===== src/rtl/md_pkg.sv =====
// md_pkg: op codes, FSM states and default width shared by md_unit and the decoder
package md_pkg;
  localparam int MD_WIDTH = 32;
  typedef enum logic [3:0] {
    OP_NOP, OP_MULT, OP_MULTU, OP_DIV, OP_DIVU, OP_MTHI, OP_MTLO,
    OP_MADD, OP_MADDU, OP_MSUB, OP_MSUBU
  } op_t;
  typedef enum logic [1:0] {S_IDLE, S_MUL, S_DIV, S_ACC} state_t;
  function automatic logic is_signed(op_t op);
    return op inside {OP_MULT, OP_DIV, OP_MADD, OP_MSUB};
  endfunction
endpackage


===== src/rtl/md_unit_if.sv =====
// md_unit_if: pipeline-side bus of md_unit (op issue, HI/LO read, stall)
interface md_unit_if #(parameter int WIDTH = md_pkg::MD_WIDTH);
  import md_pkg::*;
  logic start, rd_hilo, flush, stall, busy;
  op_t op;
  logic [WIDTH-1:0] src_a, src_b, hi, lo;
  modport master (output start, op, src_a, src_b, rd_hilo, flush, input stall, busy, hi, lo);
  modport slave (input start, op, src_a, src_b, rd_hilo, flush, output stall, busy, hi, lo);
endinterface


===== src/rtl/md_div_core.sv =====
// md_div_core: radix-2 restoring divider on magnitudes, one bit per cycle, sign fixup while done
module md_div_core #(
  parameter int WIDTH = 32
) (
  input  logic             clk,
  input  logic             rst,
  input  logic             start,
  input  logic             abort,
  input  logic             sgn,
  input  logic [WIDTH-1:0] a,
  input  logic [WIDTH-1:0] b,
  output logic             done,
  output logic [WIDTH-1:0] quo,
  output logic [WIDTH-1:0] rem
);
  localparam int SW = $clog2(WIDTH + 1);
  logic [WIDTH-1:0] q, r, d;
  logic [SW-1:0] step;
  logic run, neg_q, neg_r, ge;
  logic [WIDTH:0] sh;
  assign sh = {r, q[WIDTH-1]};
  assign ge = sh >= {1'b0, d};
  assign done = run & (step == SW'(WIDTH));
  assign quo = neg_q ? -q : q;
  assign rem = neg_r ? -r : r;
  always_ff @(posedge clk or posedge rst) begin
    if (rst) begin
      q <= '0;
      r <= '0;
      d <= '0;
      step <= '0;
      run <= 1'b0;
      neg_q <= 1'b0;
      neg_r <= 1'b0;
    end else if (abort) begin
      run <= 1'b0;
    end else if (start) begin
      q <= (sgn & a[WIDTH-1]) ? -a : a;
      d <= (sgn & b[WIDTH-1]) ? -b : b;
      r <= '0;
      step <= '0;
      run <= 1'b1;
      // a zero divisor keeps the all-ones quotient unsigned
      neg_q <= sgn & (a[WIDTH-1] ^ b[WIDTH-1]) & (|b);
      neg_r <= sgn & a[WIDTH-1];
    end else if (done) begin
      run <= 1'b0;
    end else if (run) begin
      step <= step + SW'(1);
      r <= ge ? WIDTH'(sh - {1'b0, d}) : sh[WIDTH-1:0];
      q <= {q[WIDTH-2:0], ge};
    end
  end
endmodule


===== src/rtl/md_unit.sv =====
// md_unit: EX-stage multiply/divide unit owning HI/LO, with flush and unified stall
// `MD_MADD_EN enables MADD/MADDU/MSUB/MSUBU accumulate into {hi,lo}
module md_unit import md_pkg::*; #(
  parameter int WIDTH   = MD_WIDTH,
  parameter int MUL_LAT = 3
) (
  input logic      clk,
  input logic      rst,
  md_unit_if.slave md
);
  localparam int CW = $clog2(WIDTH + 2);
  state_t state;
  logic [CW-1:0] cnt;
  logic [2*WIDTH-1:0] pipe [MUL_LAT];
  logic [2*WIDTH-1:0] ext_a, ext_b;
  logic [WIDTH-1:0] hi, lo, quo, rem;
  logic busy, ok_op, is_acc, is_div, accept, acc_op, sub_op, div_done;
`ifdef MD_MADD_EN
  assign is_acc = md.op inside {OP_MADD, OP_MADDU, OP_MSUB, OP_MSUBU};
`else
  assign is_acc = 1'b0;
`endif
  assign ok_op = (md.op inside {[OP_MULT:OP_MTLO]}) | is_acc;
  assign is_div = md.op inside {OP_DIV, OP_DIVU};
  assign ext_a = is_signed(md.op) ? {{WIDTH{md.src_a[WIDTH-1]}}, md.src_a} : {{WIDTH{1'b0}}, md.src_a};
  assign ext_b = is_signed(md.op) ? {{WIDTH{md.src_b[WIDTH-1]}}, md.src_b} : {{WIDTH{1'b0}}, md.src_b};
  assign busy = state != S_IDLE;
  assign accept = md.start & ~busy & ~md.flush & ok_op;
  assign md.busy = busy;
  assign md.stall = busy & (md.start | md.rd_hilo);
  assign md.hi = hi;
  assign md.lo = lo;
  md_div_core #(.WIDTH(WIDTH)) u_div (
    .clk(clk), .rst(rst), .start(accept & is_div), .abort(md.flush), .sgn(is_signed(md.op)),
    .a(md.src_a), .b(md.src_b), .done(div_done), .quo(quo), .rem(rem)
  );
  // pipe[0] is loaded only at accept, so every stage settles to the same product
  always_ff @(posedge clk or posedge rst) begin
    if (rst) begin
      state <= S_IDLE;
      cnt <= '0;
      hi <= '0;
      lo <= '0;
      acc_op <= 1'b0;
      sub_op <= 1'b0;
      for (int i = 0; i < MUL_LAT; i++) pipe[i] <= '0;
    end else begin
      for (int i = 1; i < MUL_LAT; i++) pipe[i] <= pipe[i-1];
      cnt <= cnt + CW'(busy && cnt != '1);
      if (accept) begin
        pipe[0] <= ext_a * ext_b;
        acc_op <= is_acc;
        sub_op <= md.op inside {OP_MSUB, OP_MSUBU};
        state <= (md.op inside {OP_MULT, OP_MULTU} || is_acc) ? S_MUL : is_div ? S_DIV : S_IDLE;
        if (md.op == OP_MTHI) hi <= md.src_a;
        if (md.op == OP_MTLO) lo <= md.src_a;
      end else if (md.flush) begin
        state <= S_IDLE;
        cnt <= '0;
      end else if (state == S_MUL && cnt == CW'(MUL_LAT - 1)) begin
        state <= acc_op ? S_ACC : S_IDLE;
        cnt <= acc_op ? cnt : '0;
        if (!acc_op) {hi, lo} <= pipe[MUL_LAT-1];
      end else if (state == S_ACC) begin
        state <= S_IDLE;
        cnt <= '0;
        {hi, lo} <= sub_op ? {hi, lo} - pipe[MUL_LAT-1] : {hi, lo} + pipe[MUL_LAT-1];
      end else if (state == S_DIV && div_done) begin
        state <= S_IDLE;
        cnt <= '0;
        {hi, lo} <= {rem, quo};
      end
    end
  end
endmodule


===== src/flat_wrapper.sv =====
// flat-port wrapper written by rule: the top's interface ports become plain ports
module md_unit_flat import md_pkg::*;
#(
  parameter int WIDTH   = MD_WIDTH,
  parameter int MUL_LAT = 3
)
  (clk, rst, md_start, md_op, md_src_a, md_src_b, md_rd_hilo, md_flush, md_stall, md_busy, md_hi, md_lo);
  md_unit_if #(.WIDTH(WIDTH)) md_i ();
  input logic clk;
  input logic rst;
  input wire logic [$bits(md_i.start)-1:0] md_start;
  input wire logic [$bits(md_i.op)-1:0] md_op;
  input wire logic [$bits(md_i.src_a)-1:0] md_src_a;
  input wire logic [$bits(md_i.src_b)-1:0] md_src_b;
  input wire logic [$bits(md_i.rd_hilo)-1:0] md_rd_hilo;
  input wire logic [$bits(md_i.flush)-1:0] md_flush;
  output wire logic [$bits(md_i.stall)-1:0] md_stall;
  output wire logic [$bits(md_i.busy)-1:0] md_busy;
  output wire logic [$bits(md_i.hi)-1:0] md_hi;
  output wire logic [$bits(md_i.lo)-1:0] md_lo;
  assign md_i.start = md_start;
  assign md_i.op = md_op;
  assign md_i.src_a = md_src_a;
  assign md_i.src_b = md_src_b;
  assign md_i.rd_hilo = md_rd_hilo;
  assign md_i.flush = md_flush;
  assign md_stall = md_i.stall;
  assign md_busy = md_i.busy;
  assign md_hi = md_i.hi;
  assign md_lo = md_i.lo;
  md_unit #(.WIDTH(WIDTH), .MUL_LAT(MUL_LAT)) u_core (.clk(clk), .rst(rst), .md(md_i));
endmodule

===== config.mk =====
export PLATFORM = sky130hd
export DESIGN_NAME = md_unit_flat
export DESIGN_NICKNAME = d
export VERILOG_FILES = /design/src/rtl/md_pkg.sv /design/src/rtl/md_unit_if.sv /design/src/rtl/md_div_core.sv /design/src/rtl/md_unit.sv /design/src/flat_wrapper.sv
export SDC_FILE = /design/constraint.sdc
export NUM_CORES = 2
export LEC_CHECK = 0
export BUFFER_PORTS_ARGS = -buffer_cell sky130_fd_sc_hd__buf_2
export CORE_ASPECT_RATIO = 1.1
export CORE_MARGIN = 4
export CORE_UTILIZATION = 40
export CTS_BUF_LIST = sky130_fd_sc_hd__clkbuf_4
export CTS_CLUSTER_DIAMETER = 100
export CTS_CLUSTER_SIZE = 10
export DETAILED_ROUTE_END_ITERATION = 8
export PLACE_DENSITY = 0.61
export SYNTH_ARGS = -nofsm -noshare
export SYNTH_HDL_FRONTEND = slang
export SYNTH_SLANG_ARGS = --single-unit

===== constraint.sdc =====
create_clock -name clk -period 11.16 [get_ports clk]
set_input_delay 1.116 -clock clk [delete_from_list [all_inputs] [get_ports clk]]
set_output_delay 1.116 -clock clk [all_outputs]
set_load 0.02 [all_outputs]

==> metrics.yaml <==
status: "finished, final reports clean"
ant_nets: 0
worst_pin_slew_ns: 1.14
gp_congestion: 0.991
cts_max_level: 2
drt-total-wl_um: 235000
drt-pass1-iter-count: 8
crit_path_end_kind: "flop"
cp.buffers_inverters: 10
groute.usage.overall_pct: 25.7
grt-ovfl-total: 0
cts_tree: "yes"
ys_seq_area_share_pct: 13.0
finalSetupTns_ns: 0
area.growth.synth_to_final_pct: 5.10
fmax_mhz: 97.0
ys_top_cells_by_area: "fa_1, dfrtp_1, inv_1"
path_common_cell: "fa_1"
io_buffers: 138
die_y_um: 450
cpMaxStageDelayCell: "and3_2"
clock_skew_ns: 0.0963
multi_input_area_um2: 53900
relSlewSlack_pct: 24.0
crit_type: "in2reg"
vias_per_cell: 5.39
start_util_pct: 40.4
synthDistinctLibCells: 78
synth.largest_area_cell: "fa_1"
hp-class: "reg2reg"
setup_viol: 0
std_cell_rows: 161
ys_ff_latch: 370
critPathMaxFanout: 17
synth_top_area_share_pct: 40.1
syn-num-nets: 9871
insertion_delay_ns: 0.81
cts_buffer_depth: 3
grt_pass1_wl_um: 361000
layout-drive-gt1-share_pct: 4.74
period_share_pct: 92.4
cts_hold_buf: 0
cts_buffers: 42
async_reset_ff_share_pct: 100
antenna_found_initial: 33
syn_area_um2: 71000
cp.required_ns: 11.78
io_pins: 139
postCtsSetupBuffers: 0
nFillCells: 17500
die-area_um2: 184000
drv_slew: 0
nets: 9761
first_global_vias: 58300
ctsResizeCount: 0
dp_hpwl_um: 192000
drtIter0Drc: 4841
yosys_warnings: 0
finalHoldViolCount: 0
critical_path.startpoint_type: "input port"
ys.flop_type: "dfrtp_1"
regArea_um2: 9260
cp_top_family: "adder cells"
syn_avg_cell_area_um2: 8.91
via_count: 55200
cts_root_buffer: "clkbuf_4"
cts_sinks: 370
synth_edf_count: 0
die_w_um: 410
rsz0062_at_grt: "no"
syn_inst: 7960
grt_max_degree: 177
max-cap-violations: 0
min_period_ns: 10.31
clk_pin_slew_worst_paths_ns: 0.15
routedWlPerCell_um: 23.0
cpPeakStageDelay_ns: 0.67
core_area_um2: 176000
drc: 0
critPathArrivalTime_ns: 10.94
[cell type report]
class | instances | share of cell area [%]
tap | 2363 | 3.96
clock buffer | 44 | 0.443
inverter | 1663 | 8.38
clock inverter | 1 | 0.00503
multi-input combinational | 5496 | 72.2
timing repair buffer | 277 | 2.49
sequential | 370 | 12.4
antenna | 17 | 0.0570
[path summary, 6_finish.rpt]
check | from | end | slack (ns) | cells past startpoint
min in group asynchronous | rst | u_core.md.lo[17] | 0.53 | 3
worst max-delay path | md_op[1] | u_core.pipe[186] | 0.85 | 33
worst max register to register | u_core.pipe[5] | u_core.md.hi[29] | 5.01 | 19
worst min-delay path | u_core.pipe[107] | u_core.pipe[43] | 0.32 | 0
worst min register to register | u_core.pipe[107] | u_core.pipe[43] | 0.32 | 0
max in group asynchronous | rst | u_core.pipe[57] | 8.99 | 4
[kinds of logic after synthesis]
kind of cell	synth area share [%]
simple gates	14.4
buf+inv	11.1
fa+ha+maj	47.4
compound gates	9.15
xor+xnor	4.63
flops	13.0
mux	0.229
[Yosys cell counts, types with 31 or more instances]
master	instances
a211oi_1	31
a21o_1	79
a21oi_1	280
a31oi_1	76
and2_1	370
and3_1	31
buf_1	62
clkbuf_1	362
dfrtp_1	370
fa_1	1420
ha_1	418
inv_1	1663
nand2_1	1141
nand3_1	122
nand4_1	34
nor2_1	281
nor3_1	75
o211ai_1	36
o21ai_0	294
o31ai_1	44
xnor2_1	252
xor2_1	123
[cells in the final DEF (no fill, tap or decap), types with 44 or more instances in the layout]
master,instances
inv_1,1662
fa_1,1420
nand2_1,1137
ha_1,418
dfrtp_1,369
and2_1,368
o21ai_0,294
nor2_1,279
a21oi_1,279
xnor2_1,252
buf_2,138
buf_4,129
xor2_1,123
nand3_1,122
a21o_1,79
a31oi_1,76
nor3_1,75
o31ai_1,44
clkbuf_4,44
[registers in the layout, indices dropped and copies added, names as in the netlist]
name,flops
u_core.u_div.step,6
u_core.u_div.neg_q,1
u_core.u_div.d,32
u_core.u_div.neg_r,1
u_core.md.lo,32
u_core.md.hi,32
u_core.u_div.q,32
u_core.cnt,6
u_core.state,2
u_core.u_div.r,32
u_core.u_div.run,1
u_core.pipe,192
u_core.sub_op,1
[layer usage]
layer | vias to the layer above | wire length (um) | track usage, %
li1 | 24100 | - | -
met1 | 28500 | 97400 | 34.1
met2 | 2116 | 110000 | 42.7
met3 | 429 | 17200 | 3.72
met4 | 8 | 10100 | 9.59
met5 | - | 54 | 0
[metrics by stage]
step / util [%] / cell area, um^2 / cells / hold slack [ns] / setup WS [ns]
global route: 42.4 / 74500 / 10200 / 0.334 / 0.494
global placement: 42.2 / 74200 / 10200 / 0.333 / 0.150
detailed placement: 42.2 / 74200 / 10200 / 0.335 / 0.133
CTS: 42.4 / 74500 / 10200 / 0.316 / 0.924
finish: 42.5 / 74600 / 10200 / 0.322 / 0.847
floorplan: - / 71000 / 7960 / 0.331 / 0.796
Power is left out: the tool's default activity adds up to more than one toggle a clock period on the data nets, which glitch-free logic cannot reach.
